`src/rtl/mvma_pkg.sv`:
```
// Shared types and arithmetic helpers for the matrix-vector multiply-add engine.
// Holds the accumulator and activation types, control state encoding and the requantisation function.
package mvma_pkg;

  typedef logic signed [15:0] acc_t;
  typedef logic signed [7:0]  act_t;

  localparam act_t ACT_MAX = 8'sh7F;
  localparam act_t ACT_MIN = 8'sh80;

  typedef struct packed {
    act_t act;
    logic sat;
  } requant_t;

  typedef enum logic [1:0] {
    ST_EMPTY = 2'd0,
    ST_FILL  = 2'd1,
    ST_FULL  = 2'd2
  } ctrl_state_t;

  // A wrapped accumulator carries the wrong sign, so overflow saturates toward the opposite rail.
  function automatic requant_t requant(input acc_t acc, input logic ovf, input int unsigned shift);
    logic signed [16:0] rnd;
    logic signed [16:0] wide;
    requant_t           res;
    res.act = 8'sh00;
    res.sat = 1'b0;
    rnd     = 17'sd0;
    wide    = 17'sd0;
    if (ovf) begin
      res.act = acc[15] ? ACT_MAX : ACT_MIN;
      res.sat = 1'b1;
    end else begin
      if (shift != 0) begin
        rnd = 17'sd1 <<< (shift - 1);
      end else begin
        rnd = 17'sd0;
      end
      wide = ($signed({acc[15], acc}) + rnd) >>> shift;
      if (wide > 17'sd127) begin
        res.act = ACT_MAX;
        res.sat = 1'b1;
      end else if (wide < -17'sd128) begin
        res.act = ACT_MIN;
        res.sat = 1'b1;
      end else begin
        res.act = $signed(wide[7:0]);
        res.sat = 1'b0;
      end
    end
    return res;
  endfunction

  function automatic logic parity8(input logic [7:0] d);
    return ^d;
  endfunction

endpackage

```
`src/rtl/sync_fifo.sv`:
```
// Synchronous FIFO with combinational head read, full/empty flags and an occupancy count.
// DEPTH must be a power of two so the pointers wrap naturally.
module sync_fifo #(
  parameter int unsigned WIDTH = 9,
  parameter int unsigned DEPTH = 4
) (
  input  logic                     clk,
  input  logic                     reset,
  input  logic                     push,
  input  logic [WIDTH-1:0]         din,
  input  logic                     pop,
  output logic [WIDTH-1:0]         dout,
  output logic                     full,
  output logic                     empty,
  output logic [$clog2(DEPTH):0]   count
);

  localparam int unsigned AW = $clog2(DEPTH);
  localparam int unsigned CW = AW + 1;

  logic [WIDTH-1:0] mem_r [DEPTH];
  logic [AW-1:0]    wr_ptr_r;
  logic [AW-1:0]    rd_ptr_r;
  logic [CW-1:0]    count_r;
  logic             do_push_s;
  logic             do_pop_s;

  assign full      = (count_r == CW'(DEPTH));
  assign empty     = (count_r == CW'(0));
  assign count     = count_r;
  assign dout      = mem_r[rd_ptr_r];
  assign do_push_s = push && (!full || pop);
  assign do_pop_s  = pop && !empty;

  // Storage array write port.
  always_ff @(posedge clk) begin
    if (do_push_s) begin
      mem_r[wr_ptr_r] <= din;
    end
  end

  // Pointer and occupancy tracking.
  always_ff @(posedge clk) begin
    if (reset) begin
      wr_ptr_r <= AW'(0);
      rd_ptr_r <= AW'(0);
      count_r  <= CW'(0);
    end else begin
      if (do_push_s) begin
        wr_ptr_r <= wr_ptr_r + AW'(1);
      end
      if (do_pop_s) begin
        rd_ptr_r <= rd_ptr_r + AW'(1);
      end
      case ({do_push_s, do_pop_s})
        2'b10:   count_r <= count_r + CW'(1);
        2'b01:   count_r <= count_r - CW'(1);
        default: count_r <= count_r;
      endcase
    end
  end

endmodule

```
`src/rtl/act_requant_stage.sv`:
```
// Requantises 16-bit matrix-vector results to 8-bit activations and streams them through a FIFO.
// Define RELU_EN to clip negative activations to zero.
module act_requant_stage
  import mvma_pkg::*;
#(
  parameter int unsigned SHIFT   = 2,
  parameter int unsigned DEPTH   = 4,
  parameter int unsigned VEC_LEN = 4
) (
  input  logic               clk,
  input  logic               reset,
  input  logic               s_valid,
  output logic               s_ready,
  input  logic signed [15:0] data_in,
  input  logic               overflow_in,
  output logic               m_valid,
  input  logic               m_ready,
  output logic signed [7:0]  data_out,
  output logic               m_last,
  output logic [7:0]         sat_count
);

  localparam int unsigned CW = $clog2(DEPTH) + 1;
  localparam int unsigned OW = CW + 1;
  localparam int unsigned EW = (VEC_LEN > 1) ? $clog2(VEC_LEN) : 1;

  requant_t    rq_s;
  act_t        act_s;
  logic        accept_s;
  logic        pop_s;
  logic        push_s;
  logic        pipe_v_r;
  act_t        pipe_d_r;
  logic        pipe_sat_r;
  logic [8:0]  fifo_din_s;
  logic [8:0]  head_s;
  logic        head_ok_s;
  logic        fifo_full_s;
  logic        fifo_empty_s;
  logic [CW-1:0] fifo_count_s;
  logic [OW-1:0] occ_s;
  logic [OW-1:0] occ_nxt_s;
  logic [EW-1:0] elem_cnt_r;
  logic [7:0]    sat_count_r;
  ctrl_state_t   state_r;
  ctrl_state_t   state_nxt_s;

  assign rq_s     = requant(data_in, overflow_in, SHIFT);
  assign s_ready  = !reset && (state_r != ST_FULL);
  assign accept_s = s_valid && s_ready;
  assign m_valid  = !fifo_empty_s;
  assign pop_s    = m_valid && m_ready;
  assign push_s   = pipe_v_r && (!fifo_full_s || pop_s);
  assign occ_s    = OW'(fifo_count_s) + OW'(pipe_v_r);

  // Optional ReLU on the saturated/clamped value; it never counts as saturation.
  always_comb begin
    act_s = rq_s.act;
`ifdef RELU_EN
    if (rq_s.act[7]) begin
      act_s = 8'sh00;
    end else begin
      act_s = rq_s.act;
    end
`else
    act_s = rq_s.act;
`endif
  end

  // Single pipe register between the input handshake and the FIFO.
  always_ff @(posedge clk) begin
    if (reset) begin
      pipe_v_r   <= 1'b0;
      pipe_d_r   <= 8'sh00;
      pipe_sat_r <= 1'b0;
    end else begin
      pipe_v_r <= accept_s;
      if (accept_s) begin
        pipe_d_r   <= act_s;
        pipe_sat_r <= rq_s.sat;
      end
    end
  end

  // Spare FIFO bit carries even parity; a corrupted head is suppressed to zero.
  assign fifo_din_s = {parity8(pipe_d_r), pipe_d_r};
  assign head_ok_s  = (head_s[8] == parity8(head_s[7:0]));
  assign data_out   = (m_valid && head_ok_s) ? $signed(head_s[7:0]) : 8'sh00;
  assign m_last     = m_valid && (elem_cnt_r == EW'(VEC_LEN - 1));
  assign sat_count  = sat_count_r;

  sync_fifo #(
    .WIDTH (9),
    .DEPTH (DEPTH)
  ) u_fifo (
    .clk   (clk),
    .reset (reset),
    .push  (push_s),
    .din   (fifo_din_s),
    .pop   (pop_s),
    .dout  (head_s),
    .full  (fifo_full_s),
    .empty (fifo_empty_s),
    .count (fifo_count_s)
  );

  // Position of the FIFO head within its output vector.
  always_ff @(posedge clk) begin
    if (reset) begin
      elem_cnt_r <= EW'(0);
    end else if (pop_s) begin
      if (elem_cnt_r == EW'(VEC_LEN - 1)) begin
        elem_cnt_r <= EW'(0);
      end else begin
        elem_cnt_r <= elem_cnt_r + EW'(1);
      end
    end
  end

  // Saturation event counter, sticky at its maximum.
  always_ff @(posedge clk) begin
    if (reset) begin
      sat_count_r <= 8'd0;
    end else if (push_s && pipe_sat_r && (sat_count_r != 8'hFF)) begin
      sat_count_r <= sat_count_r + 8'd1;
    end
  end

  // Control state register.
  always_ff @(posedge clk) begin
    if (reset) begin
      state_r <= ST_EMPTY;
    end else begin
      state_r <= state_nxt_s;
    end
  end

  // Occupancy (FIFO plus pipe) only moves on accept and pop; pipe-to-FIFO transfer is neutral.
  always_comb begin
    state_nxt_s = state_r;
    occ_nxt_s   = occ_s + OW'(accept_s) - OW'(pop_s);
    case (state_r)
      ST_EMPTY: begin
        if (accept_s) begin
          state_nxt_s = ST_FILL;
        end else begin
          state_nxt_s = ST_EMPTY;
        end
      end
      ST_FILL: begin
        if (occ_nxt_s == OW'(0)) begin
          state_nxt_s = ST_EMPTY;
        end else if (occ_nxt_s == OW'(DEPTH)) begin
          state_nxt_s = ST_FULL;
        end else begin
          state_nxt_s = ST_FILL;
        end
      end
      ST_FULL: begin
        if (pop_s) begin
          state_nxt_s = ST_FILL;
        end else begin
          state_nxt_s = ST_FULL;
        end
      end
      default: state_nxt_s = ST_EMPTY;
    endcase
  end

endmodule

```
`config.mk`:
```
export PLATFORM = sky130hd
export DESIGN_NAME = act_requant_stage
export DESIGN_NICKNAME = d
export VERILOG_FILES = /design/src/rtl/mvma_pkg.sv /design/src/rtl/sync_fifo.sv /design/src/rtl/act_requant_stage.sv
export SDC_FILE = /design/constraint.sdc
export NUM_CORES = 1
export LEC_CHECK = 0
export ABC_AREA = 1
export CAP_MARGIN = 5
export CORE_MARGIN = 2
export CORE_UTILIZATION = 45
export CTS_CLUSTER_DIAMETER = 80
export DETAILED_ROUTE_END_ITERATION = 6
export GPL_ROUTABILITY_DRIVEN = 0
export GPL_TIMING_DRIVEN = 0
export PLACE_DENSITY_LB_ADDON = 0.2
export SETUP_SLACK_MARGIN = 0.1
export SKIP_LAST_GASP = 1
export SYNTH_ARGS = -nofsm -noshare
export SYNTH_HDL_FRONTEND = slang
export SYNTH_SLANG_ARGS = --single-unit
```
`constraint.sdc`:
```
create_clock -name clk -period 2.96 [get_ports clk]
set_input_delay 0.74 -clock clk [delete_from_list [all_inputs] [get_ports clk]]
set_output_delay 0.74 -clock clk [all_outputs]
set_load 0.02 [all_outputs]
```
# After elaboration in Yosys (flattened, before gate mapping)
# Memory sizes are Yosys's and may differ from the RTL's. A register that Yosys moved wholly into a read port is not among the register bits.
# Cells that the tools add are included.
# classes
add_sub_neg	10
n_lt_le_gt_ge	2
eq_ne	10
muxes	17
reduce_logical	20
# ops
op	n
two-way mux 9 bit	3
adder 16 x 17 -> 17 bit	1
two-way mux 17 bit	1
two-way mux 8 bit	2
XOR reduction 8 bit	2
> comparator 15 x 8 -> 1 bit, second input constant	1
< comparator 15 x 8 -> 1 bit, second input constant	1
two-way mux 2 bit	6
logical AND 1 bit	10
adder 8 x 1 -> 8 bit, second input constant	1
!= test 8 bit, second input constant	1
adder 2 x 1 -> 2 bit, second input constant	3
== test 2 bit, second input constant	3
case mux 2 bit (3 select lines)	1
case mux 3 bit (2 select lines)	1
adder 3 x 1 -> 4 bit	1
adder 4 x 1 -> 4 bit	1
== test 2 x 1 -> 1 bit, second input constant	2
== test 4 x 3 -> 1 bit, second input constant	1
logical NOT 4 bit	1
subtractor 4 x 1 -> 4 bit	1
adder 3 x 1 -> 3 bit, second input constant	1
== test 3 bit, second input constant	1
logical NOT 1 bit	3
8 further kinds	10
# word_totals
regBits	29
ram_bits	36
input_bits	21
out_inout_bits	19
mem_count	1
# memory_table
name	depth	width	read_ports	rd_ports_with_merged_regs	write_ports	line_no	source
u_fifo.mem_r	4	9	1	1	1	sync_fifo.sv:21	logic [WIDTH-1:0] mem_r [DEPTH];

# Longest topological paths before layout
# Gate-level depths: netlist of the first run.
# logic_depth
ltp_word	9
mapped_depth	17

# By module
# A second synthesis of the first run with hierarchy kept.
# hier_totals
hier_cells	469
hier_area_um2	3736.1
# by_module_without_submodules
module	instances	cells_each	area_each_um2	seq_area_each_um2
act_requant_stage	1	309	1874.3	440.4
sync_fifo	1	160	1861.8	1261.2

# Least setup slack after synthesis of the first run
# Ideal clock, no wire load.
# synth_timing
path_type	input-to-reg
start	input port reset
end	register state_r[1]
t_arrival_ps	2559
t_required_ps	2828
path_slack_ps	269
cell_stages	10
n_path_buf	1
path_cell_list	clkbuf_1 -> nor2_1 -> nand2_1 -> inv_1 -> fa_1 -> inv_1 -> fa_1 -> o211ai_1 -> nand3b_1 -> a21oi_1
# synth_via
elab_chain_cells	9
elab_cells_between_ends	10
cone_classes	2 x add/sub; 1 x eq/ne; 3 x mux; 4 x reduce/logical
# synth_lines
item	line_no	source
from (decl)	act_requant_stage.sv:11	input logic reset,
logical NOT 1 bit (*)	act_requant_stage.sv:49	assign s_ready = !reset && (state_r != ST_FULL);
logical AND 1 bit (*)	act_requant_stage.sv:49	
net s_ready	act_requant_stage.sv:13	output logic s_ready,
logical AND 1 bit (*)	act_requant_stage.sv:50	assign accept_s = s_valid && s_ready;
net accept_s	act_requant_stage.sv:29	logic accept_s;
adder 4 x 1 -> 4 bit (*)	act_requant_stage.sv:141	occ_nxt_s = occ_s + OW'(accept_s) - OW'(pop_s);
subtractor 4 x 1 -> 4 bit (*)	act_requant_stage.sv:141	
== test 4 x 3 -> 1 bit	act_requant_stage.sv:153	end else if (occ_nxt_s == OW'(DEPTH)) begin
two-way mux 2 bit	act_requant_stage.sv:153	
two-way mux 2 bit (*)	act_requant_stage.sv:151	if (occ_nxt_s == OW'(0)) begin
case mux 2 bit (3 select lines) (*)	act_requant_stage.sv:142	case (state_r)
to (signal assigned)	act_requant_stage.sv:134	state_r <= state_nxt_s;
to (decl)	act_requant_stage.sv:45	ctrl_state_t state_r;
# Mark *: on every way through the listed nets, which the timed path passes. The rest lies on a longest branch.
# A chain may end at the register's enable or synchronous reset.

==> results of run 1 <==
## final cells by class
class                      instances  area (um^2)  area share [%]
clock buffer                      11        162.7           3.529
timing repair buffer              56        524.3           11.37
multi-input combinational        322         1792           38.87
buffer                             8        60.06           1.303
inverter                          53        206.4           4.479
clock inverter                     5        33.78          0.7329
tap                              102        127.6           2.769
sequential                        67         1703           36.94
## state kept, by name, indices dropped and copies added (netlist names), named ones only
signal	flops
u_fifo.wr_ptr_r	2
u_fifo.rd_ptr_r	2
pipe_sat_r	1
elem_cnt_r	2
state_r	2
pipe_d_r	8
u_fifo.mem_r	36
u_fifo.count	3
sat_count	8
pipe_v_r	1
## where the power goes
part | internal [mW] | leakage [nW] | switching [mW]
registers | 1.08 | 0.585 | 0.0625
logic | 0.589 | 1.24 | 0.763
clock network | 0.377 | 0.0969 | 0.351
## cell families (layout without fill, tap and decap cells)
family	after synthesis	count (layout)	share of synthesized area [%]
AND/OR/NAND/NOR	252	252	30.42
flip-flops	67	67	47.22
buffers and inverters	61	133	7.152
AO/OA/AOI/OAI	40	40	5.938
XOR/XNOR	17	17	4.132
adder cells (fa/ha/maj)	13	13	5.139
## through the flow
step | setup TNS, ns | hold WS (ns) | cell area (um^2) | setup WS [ns] | util (%)
final | -0.2775 | 0.4731 | 4609 | -0.05642 | 59.65
after global routing | -1.527 | 0.5040 | 4609 | -0.2053 | 59.65
after CTS | 0 | 0.4739 | 4523 | 0.05334 | 58.53
after detailed placement | -0.9285 | 0.4606 | 4101 | -0.3793 | 53.08
after global placement | -0.5217 | 0.4555 | 4101 | -0.3000 | 53.08
after floorplan | 0 | 0.4363 | 3603 | 0.2689 | -
## worst max-delay path, cell delays in order, from the launching register on
cell and delay [ns]:
dfxtp_2 0.32, buf_6 0.13, buf_6 0.13, buf_6 0.13
nor2_4 0.08, nor2_2 0.03, o21ai_1 0.07, o21ai_1 0.11
nand3b_1 0.20, nand3b_1 0.14, nand2_1 0.09, nand2_2 0.08
nand3_4 0.15, nor2_2 0.14, buf_4 0.15
## worst max path at each step
| stage | start | end | slack [ns] | cells after the start |
|---|---|---|---|---|
| 2_1_floorplan | reset | state_r[1]$_SDFF_PP0_ | 0.27 | 10 |
| 3_3_place_gp | m_ready | state_r[1]$_SDFF_PP0_ | -0.30 | 13 |
| 3_5_place_dp | m_ready | state_r[1]$_SDFF_PP0_ | -0.38 | 13 |
| 4_1_cts | flop | data_out[6] | 0.05 | 14 |
| 5_1_grt | flop | data_out[7] | -0.21 | 14 |
| 6_report | flop | data_out[0] | -0.06 | 14 |
## routing by layer
layer / global-route usage (%) / share of wire, %
met2: 31.29 / 48
met4: 8.824 / 2.4
met1: 22.41 / 47
met5: 0 / 0
met3: 3.465 / 2.9
## placed cells by master, fill, tap and decap left out, drive strengths merged
master / instances
nand2: 123
xnor2: 13
buf: 31
o211a: 1
inv: 54
nand3b: 4
nor2: 74
nor3b: 2
dfxtp: 31
o21bai: 1
edfxtp: 36
and2: 1
clkinvlp: 2
o21a: 1
a31oi: 1
nand3: 37
clkdlybuf4s50: 29
o21ai: 15
ha: 10
clkinv: 2
fa: 3
nor3: 3
o211ai: 1
xor2: 4
nand4: 7
clkbuf: 15
a21oi: 20
nand2b: 1
## timing repair
action,4_1_cts,5_1_grt
pin swaps,13,10
setup endpoints to repair,10,10
buffers inserted,14,3
gates cloned,2,0
resized for setup,68,19
==> flow_summary.toml, run 1 <==
[floorplanning]
core_mm2 = 0.007727
die-area_mm2 = 0.008739
ioPinCount = 40
fp-row-count = 32
initial_utilization_pct = 46.63
fp.dieH_um = 93.49
die_w_um = 93.49

[global_routing]
grt_max_degree = 13
antenna_found_initial = 0
grt.total_usage_pct = 18.40
grt_remaining_overflow = 0
grt_pass1_vias = 2796
grt_pass1_wl_um = 12430

[outcome]
violations = "setup timing"
status = "finished, violations left"

[placed_design]
placed_cells = 589
io_buffers = 37
dp.final_hpwl_um = 5052

[synth]
synth_cells = 450
synth_top_cell_by_area = "edfxtp_1"
syn_avg_cell_area_um2 = 8.008
synth_edf_count = 36
synthTopCellsByArea = "edfxtp_1, dfxtp_1, nand2_1"
dominantRegCellSynth = "edfxtp_1"
synth_cell_types = 34
synth-seq-area-share_pct = 47.22
synth_most_common_cell = "nand2_1"
yosys.area.top_type_share_pct = 30.00
ys_ff_latch = 67
syn_nets = 484
netlist_area_mm2 = 0.003603
synth_common_cells = "nand2_1, nor2_1, inv_1, edfxtp_1, nand3_1"
synthArstFlopShare_pct = 0
synth_warnings = 0

[sta]
rsz0062_at_grt = "yes"
fin_skew_ns = 0.006028
drv_slew = 0
finalSetupViolations = 8
fin_crit_sh_pct = 101.9
tightest_slew_ns = 0.9219
max_freq_mhz = 331.5
slew_headroom_pct = 38.32
timing_hold_violations_final = 0
fin_crit_ns = 3.016
final.setup.worst_slack_ns = -0.05642

[finish]
nets = 551
drive_gt1_share_pct = 17.82
n_fill_cell = 694
final_cells = 624
syn_to_final_growth_pct = 27.92
n_antenna_cell = 0

[pwr]
total_power_mw = 3.221
power_leakage_nw = 1.921
peakVddDrop_mv = 0.3839
power.density_mw_per_mm2 = 698.8

[clock_tree]
hold_buffers = 0
tritoncts = "done"
cts-htree-levels = 3
numCtsBuffers = 9
clock_path_buffers = 2
cts_root_buffer = "clkbuf_8"
clkLatencyLatePin_ns = 0.34
cts_sinks = 67
clk_pin_slew_ns = 0.07

[worst_setup_path]
startpoint_type = "flop"
cp_max_fo = 8
r2r-end = "state_r[1]$_SDFF_PP0_"
ff2ff_path_depth = 14
worstPathRequired_ns = 2.22
path_class = "reg -> out"
setup.worst_path.end_class = "output pin"
r2r-start = "u_fifo.count[1]$_SDFFE_PP0P_"
arrival_ns = 2.28
r2r_slack_ns = 0.44

[detailed_routing]
first_pass_iters = 4
detail_route.wirelength_um = 7538
vias = 2975
vias_per_cell = 4.768
ant_nets = 0
drt_iter0_markers = 99
drc = 0
routedWlPerCell_um = 12.08

[hold_path]
min_delay_worst_endpoint = "u_fifo.rd_ptr_r[1]$_SDFFE_PP0P_"
min_from = "u_fifo.rd_ptr_r[1]$_SDFFE_PP0P_"
hold_class = "reg -> reg"
min_path_cells = 2

[job]
maxCapViolations = 0
Note: power is estimated with default switching activity, not from simulation.
==> run 2: changes to the inputs <==
PLACE_DENSITY = 0.71   (was unset)
PLACE_DENSITY_LB_ADDON = unset   (was 0.2)
==> run 2 against run 1 <==
The flow now finishes without violations. Final cell count fell by 1.1%. Via count rose by 0.13%. Worst setup slack improved by 0.11 ns. Utilization fell by 0.081 points. Hold slack got worse by 0.0010 ns. Routed wire length fell by 6.9%. Global-route usage fell by 2.1 points. Non-clock buffer count fell by 7. Cell area fell by 0.14%. Clock skew rose by 0.0032 ns. Critical path depth did not move. Sequential share of layout area rose by 0.050 points.
==> flow_summary.toml, run 2 (synthesized netlist as in run 1, its figures left out) <==
[finish]
syn_to_final_growth_pct = 27.74
final_cells = 617
design_area_mm2 = 0.004603
drive_gt1_share_pct = 17.28
largest_reg_flops = 36
nets = 544
regMostFlops = "u_fifo.mem_r"
final_cell_mix = "nand2_1, nor2_1, inv_1, edfxtp_1, dfxtp_1"
n_antenna_cell = 0
utilization_pct = 59.57
layout_commonest_cell = "nand2_1"

[worst_setup_path]
r2r-start = "u_fifo.count[1]$_SDFFE_PP0P_"
arrival_ns = 2.16
r2r-end = "state_r[1]$_SDFF_PP0_"
setup.worst_path.end_class = "output pin"
path_cells = "buf_6 > clkinv_8 > buf_4 > nand2_1 > nand3_2 > nand2_2 > xor2_4 > inv_1 > nand2_1 > nand2_2 > nand3_2 > nand3_4 > nor2_1 > buf_4"
ff2ff_path_depth = 14
startpoint_type = "flop"
crit_path_top_delay_cell = "dfxtp_2"
path_class = "reg -> out"
cpPeakStageDelay_ns = 0.32
r2r_slack_ns = 0.42
worstPathRequired_ns = 2.22
cp_max_fo = 8

[detailed_routing]
drt_iter0_markers = 131
detail_route.wirelength_um = 7015
vias = 2979
vias_per_cell = 4.828
drc = 0
first_pass_iters = 5
ant_nets = 0
routedWlPerCell_um = 11.37

[floorplanning]
fp-row-count = 32
die-area_mm2 = 0.008739
fp.dieH_um = 93.49
initial_utilization_pct = 46.63
die_w_um = 93.49
core_mm2 = 0.007727
ioPinCount = 40

[sta]
tightest_slew_ns = 0.9430
finalSetupViolations = 0
fin_crit_ns = 2.905
max_freq_mhz = 344.3
holdWs_ns = 0.4721
rsz0062_at_grt = "yes"
drv_slew = 0
setup_tns_ns = 0
slew_headroom_pct = 36.90
timing_hold_violations_final = 0
fin_crit_sh_pct = 98.13
fin_skew_ns = 0.009250
final.setup.worst_slack_ns = 0.05528

[clock_tree]
tritoncts = "done"
clkLatencyLatePin_ns = 0.33
cts_root_buffer = "clkbuf_8"
clock_path_buffers = 2
clk_pin_slew_ns = 0.07
hold_buffers = 0
numCtsBuffers = 9
cts-htree-levels = 3
cts_sinks = 67

[global_routing]
grt_remaining_overflow = 0
grt_pass1_vias = 2603
grt_max_degree = 13
grt_pass1_wl_um = 11320
antenna_found_initial = 0
grt.total_usage_pct = 16.27

[hold_path]
min_from = "u_fifo.rd_ptr_r[0]$_SDFFE_PP0P_"
hold_class = "reg -> reg"
min_path_cells = 1

[outcome]
status = "complete, no violations"

[placed_design]
place_area_mm2 = 0.004101
dp.final_hpwl_um = 5000
placed_cells = 589
post-place-ws_ns = -0.3167
io_buffers = 37

[pwr]
peakVddDrop_mv = 0.2483
power.density_mw_per_mm2 = 693.4
power_leakage_nw = 1.907
total_power_mw = 3.192

[job]
maxCapViolations = 0
run 2: cell count changes in the layout (fill, tap and decap cells not counted), moves of 2 or more:
cell | before | now
buf_4 | 24 | 19
buf_6 | 5 | 2
clkbuf_16 | 1 | 3
nand3_1 | 29 | 27
nor2_4 | 4 | 2
run 2: cell type report:
| cell class | instances | area, um^2 |
|---|---|---|
| clock inverters | 3 | 17.52 |
| inverters | 53 | 214.0 |
| repair buffers | 49 | 461.7 |
| clock buffers | 13 | 191.4 |
| fillers | 695 | 3124 |
| flip-flops and latches | 67 | 1703 |
| plain buffers | 8 | 63.81 |
| multi-input cells | 322 | 1824 |
| well taps | 102 | 127.6 |
run 2: report_power, final:
| group | total (mW) | internal [mW] | switching (mW) |
|---|---|---|---|
| Sequential | 1.14 | 1.08 | 0.0619 |
| Combinational | 1.30 | 0.560 | 0.740 |
| Clock | 0.752 | 0.427 | 0.325 |
run 2: metal layers:
metal	GRT usage (%)	up-vias	wire [um]
met1	20.71	1334	3156
met4	5.882	0	91
li1	-	1576	-
met5	0	-	0
met3	2.659	9	263
met2	27.88	60	3503
run 2: timing repair:
| item | CTS | global route |
|---|---|---|
| endpoints found under the setup margin | 9 | 11 |
| resized for setup | 40 | 54 |
| gates cloned | 0 | 1 |
| pin swaps | 1 | 18 |
| setup buffers | 2 | 9 |
run 2: worst max-delay path: cells and delay by family (launching register included):
| kind | cells | cell delay [ns] |
|---|---|---|
| flip-flops | 1 | 0.32 |
| XOR/XNOR | 1 | 0.19 |
| buffers and inverters | 5 | 0.55 |
| AND/OR/NAND/NOR | 8 | 0.77 |
run 2: how the worst max path moves through the flow:
| stage | cells after the start | end | slack (ns) |
|---|---|---|---|
| finish | 14 | data_out[0] | 0.06 |
| global route | 13 | data_out[0] | -0.11 |
| CTS | 13 | data_out[1] | 0.07 |
| detailed placement | 13 | state_r[1]$_SDFF_PP0_ | -0.32 |
| global placement | 13 | state_r[1]$_SDFF_PP0_ | -0.31 |
| floorplan | 10 | state_r[1]$_SDFF_PP0_ | 0.27 |
